## src/rtl/irda_fir_flag_seq_pkg.sv

```systemverilog
// Shared flag codes, chip patterns and sequencer states for the FIR flag path.
// Patterns are stored with chip 0 in the MSB.
package irda_flag_pkg;

  typedef enum logic [1:0] {
    FLAG_NONE = 2'b00,
    FLAG_PA   = 2'b01,
    FLAG_STA  = 2'b10,
    FLAG_STO  = 2'b11
  } flag_e;

  typedef enum logic {
    IDLE = 1'b0,
    RUN  = 1'b1
  } state_e;

  localparam logic [15:0] PA_PATTERN  = 16'b1000_0000_1010_1000;
  localparam logic [31:0] STA_PATTERN = 32'h0C0C_6060;
  localparam logic [31:0] STO_PATTERN = 32'h0C0C_0606;

endpackage

```

## src/rtl/irda_fir_flag_seq_if.sv

```systemverilog
// Handshake and chip-output bundle between the framing controller and the flag sequencer.
interface irda_fir_flag_seq_if #(
  parameter int unsigned CHIPS_W = 1,
  parameter int unsigned REPS_W  = 5
) ();
  logic               chip_en;
  logic               start;
  logic [1:0]         flag_sel;
  logic [REPS_W-1:0]  pa_reps;
  logic               abort;
  logic               busy;
  logic [CHIPS_W-1:0] chips_o;
  logic               chip_stb;
  logic               eof;

  modport master (
    output chip_en, start, flag_sel, pa_reps, abort,
    input  busy, chips_o, chip_stb, eof
  );

  modport slave (
    input  chip_en, start, flag_sel, pa_reps, abort,
    output busy, chips_o, chip_stb, eof
  );
endinterface

```

## src/rtl/irda_fir_flag_seq_chip_rom.sv

```systemverilog
// Combinational pattern lookup: returns CHIPS_W chips starting at idx, earliest chip in the MSB.
module irda_flag_chip_rom
  import irda_flag_pkg::*;
#(
  parameter int unsigned CHIPS_W = 1
) (
  input  flag_e              flag,
  input  logic [4:0]         idx,
  output logic [CHIPS_W-1:0] chips
);

  logic [31:0] pat;
  logic [4:0]  pos;

  always_comb begin
    pat = '0;
    case (flag)
      FLAG_PA:  pat = {PA_PATTERN, PA_PATTERN};
      FLAG_STA: pat = STA_PATTERN;
      FLAG_STO: pat = STO_PATTERN;
      default:  pat = '0;
    endcase
  end

  // Chip k lives at bit 31-k, which for a 5-bit position is simply ~pos.
  always_comb begin
    chips = '0;
    pos   = '0;
    for (int unsigned i = 0; i < CHIPS_W; i++) begin
      pos                 = idx + 5'(i);
      chips[CHIPS_W-1-i]  = pat[~pos];
    end
  end

endmodule

```

## src/rtl/irda_fir_flag_seq.sv

```systemverilog
// FIR flag sequencer: emits PA (repeated), STA or STO chip groups on chip_en with
// a start/busy/eof handshake and synchronous abort.
module irda_fir_flag_seq
  import irda_flag_pkg::*;
#(
  parameter int unsigned CHIPS_W = 1,
  parameter int unsigned REPS_W  = 5
) (
  input  logic              clk,
  input  logic              wb_rst_i,
  irda_fir_flag_seq_if.slave bus
);

  localparam logic [5:0] STEP = 6'(CHIPS_W);

  state_e             state_q, state_d;
  flag_e              flag_q, flag_d;
  logic [REPS_W-1:0]  reps_q, reps_d;
  logic [REPS_W-1:0]  rep_q, rep_d;
  logic [4:0]         idx_q, idx_d;
  logic [CHIPS_W-1:0] chips_q, chips_d;
  logic               stb_q, stb_d;
  logic               eof_q, eof_d;
  logic               busy_q, busy_d;

  logic [CHIPS_W-1:0] rom_chips;
  logic [5:0]         idx_sum;
  logic [REPS_W-1:0]  rep_inc;
  logic               final_grp;

  irda_flag_chip_rom #(.CHIPS_W(CHIPS_W)) u_rom (
    .flag  (flag_q),
    .idx   (idx_q),
    .chips (rom_chips)
  );

  assign idx_sum = {1'b0, idx_q} + STEP;
  assign rep_inc = rep_q + REPS_W'(1);

  always_comb begin
    state_d   = state_q;
    flag_d    = flag_q;
    reps_d    = reps_q;
    rep_d     = rep_q;
    idx_d     = idx_q;
    chips_d   = chips_q;
    stb_d     = 1'b0;
    eof_d     = 1'b0;
    busy_d    = busy_q;
    final_grp = 1'b0;

    if (bus.abort) begin
      state_d = IDLE;
      busy_d  = 1'b0;
      chips_d = '0;
      idx_d   = '0;
      rep_d   = '0;
    end else begin
      case (state_q)
        IDLE: begin
          if (bus.chip_en) chips_d = '0;
          if (bus.start && (bus.flag_sel != FLAG_NONE)) begin
            state_d = RUN;
            busy_d  = 1'b1;
            flag_d  = flag_e'(bus.flag_sel);
            reps_d  = (bus.pa_reps == '0) ? REPS_W'(1) : bus.pa_reps;
            idx_d   = '0;
            rep_d   = '0;
          end
        end
        RUN: begin
          if (bus.chip_en) begin
            chips_d = rom_chips;
            stb_d   = 1'b1;
            idx_d   = idx_sum[4:0];
            // PA wraps every 16 chips and counts repetitions; STA/STO end at chip 31.
            if (flag_q == FLAG_PA) begin
              if (idx_sum[4]) begin
                idx_d     = '0;
                rep_d     = rep_inc;
                final_grp = (rep_inc == reps_q);
              end
            end else begin
              final_grp = idx_sum[5];
            end
            if (final_grp) begin
              eof_d   = 1'b1;
              state_d = IDLE;
              busy_d  = 1'b0;
              idx_d   = '0;
              rep_d   = '0;
            end
          end
        end
        default: state_d = IDLE;
      endcase
    end
  end

  always_ff @(posedge clk or posedge wb_rst_i) begin
    if (wb_rst_i) begin
      state_q <= IDLE;
      flag_q  <= FLAG_NONE;
      reps_q  <= '0;
      rep_q   <= '0;
      idx_q   <= '0;
      chips_q <= '0;
      stb_q   <= 1'b0;
      eof_q   <= 1'b0;
      busy_q  <= 1'b0;
    end else begin
      state_q <= state_d;
      flag_q  <= flag_d;
      reps_q  <= reps_d;
      rep_q   <= rep_d;
      idx_q   <= idx_d;
      chips_q <= chips_d;
      stb_q   <= stb_d;
      eof_q   <= eof_d;
      busy_q  <= busy_d;
    end
  end

  assign bus.busy     = busy_q;
  assign bus.chips_o  = chips_q;
  assign bus.chip_stb = stb_q;
  assign bus.eof      = eof_q;

endmodule

```

## src/flat_wrapper.sv

```systemverilog
// flat-port wrapper written by rule: the top's interface ports become plain ports
module irda_fir_flag_seq_flat import irda_flag_pkg::*;
#(
  parameter int unsigned CHIPS_W = 1,
  parameter int unsigned REPS_W  = 5
)
  (clk, wb_rst_i, bus_chip_en, bus_start, bus_flag_sel, bus_pa_reps, bus_abort, bus_busy, bus_chips_o, bus_chip_stb, bus_eof);
  irda_fir_flag_seq_if #(.CHIPS_W(CHIPS_W), .REPS_W(REPS_W)) bus_i ();
  input  logic clk;
  input  logic wb_rst_i;
  input wire logic [$bits(bus_i.chip_en)-1:0] bus_chip_en;
  input wire logic [$bits(bus_i.start)-1:0] bus_start;
  input wire logic [$bits(bus_i.flag_sel)-1:0] bus_flag_sel;
  input wire logic [$bits(bus_i.pa_reps)-1:0] bus_pa_reps;
  input wire logic [$bits(bus_i.abort)-1:0] bus_abort;
  output wire logic [$bits(bus_i.busy)-1:0] bus_busy;
  output wire logic [$bits(bus_i.chips_o)-1:0] bus_chips_o;
  output wire logic [$bits(bus_i.chip_stb)-1:0] bus_chip_stb;
  output wire logic [$bits(bus_i.eof)-1:0] bus_eof;
  assign bus_i.chip_en = bus_chip_en;
  assign bus_i.start = bus_start;
  assign bus_i.flag_sel = bus_flag_sel;
  assign bus_i.pa_reps = bus_pa_reps;
  assign bus_i.abort = bus_abort;
  assign bus_busy = bus_i.busy;
  assign bus_chips_o = bus_i.chips_o;
  assign bus_chip_stb = bus_i.chip_stb;
  assign bus_eof = bus_i.eof;
  irda_fir_flag_seq #(.CHIPS_W(CHIPS_W), .REPS_W(REPS_W)) u_core (.clk(clk), .wb_rst_i(wb_rst_i), .bus(bus_i));
endmodule
```

## config.mk

```make
export PLATFORM = sky130hd
export DESIGN_NAME = irda_fir_flag_seq_flat
export DESIGN_NICKNAME = d
export VERILOG_FILES = /design/src/rtl/irda_fir_flag_seq_pkg.sv /design/src/rtl/irda_fir_flag_seq_if.sv /design/src/rtl/irda_fir_flag_seq_chip_rom.sv /design/src/rtl/irda_fir_flag_seq.sv /design/src/flat_wrapper.sv
export SDC_FILE = /design/constraint.sdc
export NUM_CORES = 1
export LEC_CHECK = 0
export ABC_AREA = 1
export CAP_MARGIN = 15
export CELL_PAD_IN_SITES_DETAIL_PLACEMENT = 1
export CELL_PAD_IN_SITES_GLOBAL_PLACEMENT = 1
export CORE_AREA = 2 2 64 60
export DETAILED_ROUTE_END_ITERATION = 8
export DIE_AREA = 0 0 66 62
export HOLD_SLACK_MARGIN = 0.08
export PLACE_DENSITY = 0.8
export SYNTH_ARGS = -nofsm -noshare
export SYNTH_HDL_FRONTEND = slang
export SYNTH_SLANG_ARGS = --single-unit
```

## constraint.sdc

```tcl
create_clock -name clk -period 4.05 [get_ports clk]
set_clock_uncertainty 0.05 [all_clocks]
set_input_delay 0.6075 -clock clk [delete_from_list [all_inputs] [get_ports clk]]
set_output_delay 0.6075 -clock clk [all_outputs]
set_load 0.02 [all_outputs]
```

Word-level counts from Yosys, hierarchy flattened

Cells that the tools add are included.

$lt $le $gt $ge: 1
Muxes and demuxes: 43
Add/subtract/negate cells: 2
Reductions and logical operators: 8
Equal/unequal tests: 10
Bitwise logic cells: 3

Operator list:

| kind                                                        | count |
|---|---|
| case mux 32 bit (3 select lines)                            | 1 |
| two-way mux 5 bit                                           | 11 |
| two-way mux 1 bit                                           | 24 |
| case mux 5 bit (2 select lines)                             | 2 |
| != test 3 bit (second input constant)                       | 3 |
| != test 4 bit (second input constant)                       | 2 |
| adder 5 x 1 -> 6 bit (second input constant)                | 1 |
| less-than comparator 5 x 6 -> 1 bit (second input constant) | 1 |
| case mux 1 bit (2 select lines)                             | 3 |
| AND reduction 3 bit                                         | 2 |
| adder 5 x 1 -> 5 bit (second input constant)                | 1 |
| binary-select mux 1 bit (select 5 bit)                      | 1 |
| == test 5 bit                                               | 1 |
| zero test 5 bit                                             | 1 |
| inverter 5 bit                                              | 1 |
| == test 2 bit (second input constant)                       | 2 |
| two-way mux 4 bit                                           | 1 |
| AND reduction 2 bit                                         | 2 |
| AND reduction 4 bit                                         | 1 |
| != test 3 x 2 -> 1 bit (second input constant)              | 1 |
| == test 2 x 1 -> 1 bit (second input constant)              | 1 |
| inverter 1 bit                                              | 2 |
| nonzero test 2 bit                                          | 1 |
| logical AND 1 bit                                           | 1 |

Bits of input ports: 12
Word-level logic and storage cells: 76
Output and inout bits: 4
Bits in registers: 22

Depth between registers and ports, before layout

Depth in word-level cells: 11
Gate-level depth with buffers: 13
Depth with buffers taken out: 13

By module

A second synthesis with hierarchy kept.

Cells, all modules: 199
Area total of the unflattened synthesis: 1467.7 µm²

Modules (own cells, without submodules):

| module             | area each (µm²) | times used | cells an instance | seq. area each (µm²) |
|---|---|---|---|---|
| irda_fir_flag_seq  | 1252.5          | 1          | 156               | 550.5 |
| irda_flag_chip_rom | 215.2           | 1          | 43                | 0.0 |

Least setup slack after synthesis

OpenSTA, ideal clock, no wires.

Path kind: register to register
Start: register u_core.rep_q[0]
End: register u_core.busy_q (netlist: u_core.bus.busy)
Stages on the path, launching flop included: 12
Library setup time: 0.120 ns
Buffers on the path: 0
Data arrival time: 1.386 ns
Slack: 2.493 ns
Clock period less this slack: 1.557 ns
Path through: dfrtp_1 ha_1 nand2_1 nand2_1 nor2_4 nand2_2 nor2_4 nand3_4 nand2_2 nand2_1 nand2_1 nand2_1

Longest elaborated chain between the ends: 9

RTL lines:

| item                          | line                     | text |
|---|---|---|
| start: declaration            | irda_fir_flag_seq.sv:19  | `logic [REPS_W-1:0] rep_q, rep_d;` |
| start signal: assignment      | irda_fir_flag_seq.sv:115 | `rep_q <= rep_d;` |
| adder 5 x 1 -> 5 bit          | irda_fir_flag_seq.sv:38  | `assign rep_inc = rep_q + REPS_W'(1);` |
| == test 5 bit                 | irda_fir_flag_seq.sv:81  | `final_grp = (rep_inc == reps_q);` |
| two-way mux 1 bit             | irda_fir_flag_seq.sv:78  | `if (idx_sum[4]) begin` |
| two-way mux 1 bit             | irda_fir_flag_seq.sv:77  | `if (flag_q == FLAG_PA) begin` |
| two-way mux 1 bit             | irda_fir_flag_seq.sv:72  | `if (bus.chip_en) begin` |
| two-way mux 1 bit             | irda_fir_flag_seq.sv:59  | `case (state_q)` |
| two-way mux 1 bit             | irda_fir_flag_seq.sv:52  | `if (bus.abort) begin` |
| != test 3 bit (no line)       | n/a                      |  |
| AND reduction 3 bit (no line) | n/a                      |  |
| end signal: assignment        | irda_fir_flag_seq.sv:120 | `busy_q <= busy_d;` |
| end: declaration              | irda_fir_flag_seq.sv:24  | `logic busy_q, busy_d;` |

No other way between the ends. The select of a mux whose other input is x is not followed.
A chain may end at the register's enable or synchronous reset.

Worst setup path in the final report

Start: input bus_abort
End: register u_core.idx_q[1]

Longest elaborated chain between the ends: 2

RTL lines:

| item                                                                     | line                     | text |
|---|---|---|
| start: declaration                                                       | flat_wrapper.sv:15       | `input wire logic [$bits(bus_i.abort)-1:0] bus_abort;` |
| != test 3 x 2 -> 1 bit (no line) / != test 3 bit (equally long branches) | n/a                      |  |
| AND reduction 2 bit (no line)                                            | n/a                      |  |
| end signal: assignment                                                   | irda_fir_flag_seq.sv:116 | `idx_q <= idx_d;` |
| end: declaration                                                         | irda_fir_flag_seq.sv:20  | `logic [4:0] idx_q, idx_d;` |

Parallel ways exist; a longest one is shown, timed or not.

==> out/results.tsv <==
stage	metric	value	unit
finish	area_delta_synth_final	15.6	%
drt	drc_errors	0	
worst_setup_path	timing.rr.end	u_core.bus.busy	
synthesis	number_of_instances_in_the_synthesized_netlist	183	
timing	setup_violations	0	
placed_design	dp.final_hpwl	2810	um
synthesis	simple_gate_share_of_the_synthesized_area	33.3	%
clocking	numClockSinks	22	
worst_setup_path	required	4.20	ns
floorplan	initial_utilization	40.8	%
timing	finalMaxSlewViolations	0	
global_route	antenna_found_initial	0	
floorplan	rows	21	
worst_setup_path	crit_start	bus_abort	
global_route	use_met3	3.78	%
global_route	grt_first_pass_wirelength	5850	um
global_route	grt.total_usage	19.4	%
placed_design	gpl.final_weighted_congestion	0.842	
floorplan	area_of_the_placeable_core	3520	um2
timing	finalHoldViolCount	0	
timing	worst_slew_margin	43.7	%
clocking	cts.htree.levels	1	
worst_setup_path	critical_path.endpoint	u_core.idx_q[1]	
clocking	cts_tree	built	
placed_design	postPlaceCellArea	1610	um2
synthesis	library_cells_used_by_synthesis	30	
global_route	vias_in_the_first_global_route	1270	
drt	antenna_left	0	
synthesis	post_synthesis_share_of_cell_area_spent_on_full_adders_half_adders_and_majority_gates	6.10	%
finish	final_standard_cell_count_with_taps_included_and_fillers_excluded	244	
worst_setup_path	worst_setup_path_start_kind	input port	
power	p_leak	0.803	nW
worst_setup_path	critical_path.reg2reg.startpoint	u_core.rep_q[0]	
clocking	holdBufCountCts	0	
power	power_per_cell_area	338	nW/um2
power	worst_ir_drop_vdd	0.195	mV
finish	layout-drive-gt1-share	13.1	%
synthesis	post_synth_edffs	0	
drt	wire_per_inst	14.8	um
clocking	clkSlewWorstSetupHoldPaths	0.09	ns
synthesis	dominantRegCellSynth	sky130_fd_sc_hd__dfrtp_1	
timing	maxClockFrequency	501	MHz
drt	via_per_inst	5.05	
finish	final_nets	218	
synthesis	asyncSetResetFlopFracSynth	100	%
synthesis	ys_ff_latch	22	
drt	drt_first_iter_violations	31	
timing	period_share	49.3	%
clocking	cts_setup_buffers	0	
timing	setup_total_negative_slack	0	ns
synthesis	yosys_warnings	0	
global_route	grt_start_max_net_pins	23	
drt	dr.pass1.iters	6	
finish	filler_cell_count	453	
global_route	grt-busiest-layer	met2	
floorplan	die_width	66	um
clocking	ctsRootBufferMaster	sky130_fd_sc_hd__clkbuf_8	
worst_setup_path	worst-r2r-setup-slack	2.21	ns
synthesis	yosys-mux-area-fraction	0	%
placed_design	numPlacedInstances	240	
clocking	clk_path_buf_depth	2	
timing	worst_pin_slew	0.844	ns
synthesis	synth_top_cell_by_area	sky130_fd_sc_hd__dfrtp_1	
drt	drt_wirelength	3600	um
run	drv_cap	0	
synthesis	synth_top_cells_by_area	sky130_fd_sc_hd__dfrtp_1 38%, sky130_fd_sc_hd__nand2_1 13%, sky130_fd_sc_hd__ha_1 6.1%	
clocking	cts_made_buffers	3	
worst_setup_path	worstPathMaxFanout	11	
synthesis	post_synth_xor_xnor_area	1.22	%
worst_setup_path	worst_ep_arrival_time	2.15	ns
drt	dr_total_vias	1232	
synthesis	post_synth_most_frequent_cells	49 x sky130_fd_sc_hd__nand2_1, 22 x sky130_fd_sc_hd__dfrtp_1, 22 x sky130_fd_sc_hd__inv_1	
finish	fin_util	47.2	%
finish	final_cell_area	1660	um2
synthesis	synthDominantCellAreaShare	38.3	%
synthesis	largest_family_of_logic_cells_by_synthesized_area	simple AND/OR/NAND/NOR gates	
floorplan	die-area	4090	um2
synthesis	post_synth.cell_area_avg	7.85	um2
timing	period_minus_slack	2.00	ns
finish	ant_diodes	0	
clocking	cts_resized	0	
global_route	grt.overflow.total	0	
synthesis	synth_seq_area_share	38.3	%
synthesis	yosysMostFrequentCell	sky130_fd_sc_hd__nand2_1	
worst_setup_path	rr_worst_depth	12	
synthesis	synth_nets	202	
worst_setup_path	worstSetupPathType	in -> reg	
floorplan	fp.dieH	62	um
synthesis	synth_compound_area_share	11.8	%
synthesis	area_of_the_mapped_netlist	1440	um2
global_route	use_met2	35.1	%
clocking	clock_insertion_delay_worst_skew	0.27	ns
worst_hold_path	hold_path_class	reg -> reg	
timing	grt_setup_unrepaired	no	
worst_setup_path	crit_path_end_kind	flip-flop	
status	outcome	completed	
floorplan	floorplan.io_pins	16	
placed_design	portBuffers	15	
global_route	globalRouteMet1Util	22.8	%
==> cells by family after synthesis <==
logic type | Yosys count
AOI/OAI and AO/OA | 25
DFF | 22
buffers and inverters | 29
and+or+nand+nor | 98
adders and majority gates | 7
xor gates and xnor gates | 2
==> report_power, final <==
part           switching (mW)  total (mW)  internal (mW)
sequential             0.0202       0.261          0.240
clock                  0.0794       0.166         0.0869
combinational          0.0834       0.135         0.0512
total                   0.183       0.562          0.378
==> area by class of cell <==
class / count / area [um2] / share of cell area, %
Sequential cell: 22 / 551 / 33.2
Inverter: 25 / 93.8 / 5.65
Multi-Input combinational cell: 132 / 753 / 45.4
Timing Repair Buffer: 15 / 150 / 9.04
Clock buffer: 4 / 55.1 / 3.32
Tap cell: 46 / 57.6 / 3.47
==> state kept, by name, summed over array words and instances, names as in the netlist <==
name and count:
u_core.rep_q 5, u_core.state_q 1, u_core.bus.chip_stb 1, u_core.bus.chips_o 1, u_core.bus.eof 1, u_core.idx_q 5
u_core.bus.busy 1, u_core.reps_q 5, u_core.flag_q 2
==> worst min path at each step <==
stage               depth (start not counted)                from            endpoint  slack [ns]
global placement                            2  u_core.bus.chips_o  u_core.bus.chips_o        0.43
CTS                                         2  u_core.bus.chips_o  u_core.bus.chips_o        0.45
floorplan                                   2    u_core.reps_q[3]    u_core.reps_q[3]        0.41
finish                                      2  u_core.bus.chips_o  u_core.bus.chips_o        0.44
detailed placement                          2  u_core.bus.chips_o  u_core.bus.chips_o        0.42
global route                                2     u_core.bus.busy     u_core.bus.busy        0.47
==> per-layer routing <==
layer / vias to the layer above / share of wire, %
li1: 617 / -
met1: 586 / 45
met2: 21 / 50
met3: 8 / 2.7
met4: 0 / 2.1
met5: - / 0
==> cells in the final DEF, fill, tap and decap left out, drive strengths merged <==
cell type / instances
a21oi: 6
o211ai: 1
nor3: 2
and2: 1
dfrtp: 22
o21ai: 12
clkbuf: 4
nand3b: 3
clkdlybuf4s50: 15
nor2: 16
o21bai: 1
ha: 7
nand2: 56
nand3: 15
nor4: 1
a211oi: 1
inv: 25
o31ai: 1
nand4: 4
o21a: 2
xor2: 2
a21boi: 1
==> through the flow <==
step	hold WS, ns	worst slack, ns	power, mW
floorplan	0.405	2.49	0.358
global placement	0.426	1.95	0.390
detailed placement	0.423	1.81	0.400
CTS	0.448	2.06	0.566
global route	0.470	1.91	0.595
finish	0.441	2.05	0.562
==> critical path, stage by stage <==
cell and delay (ns):
sky130_fd_sc_hd__clkdlybuf4s50_1 0.48, sky130_fd_sc_hd__nor2_1 0.23, sky130_fd_sc_hd__nand2_1 0.08, sky130_fd_sc_hd__nand2_1 0.14, sky130_fd_sc_hd__inv_2 0.10, sky130_fd_sc_hd__nand2_2 0.24, sky130_fd_sc_hd__inv_1 0.13, sky130_fd_sc_hd__a21oi_1 0.13
(Power assumes the default switching activity.)
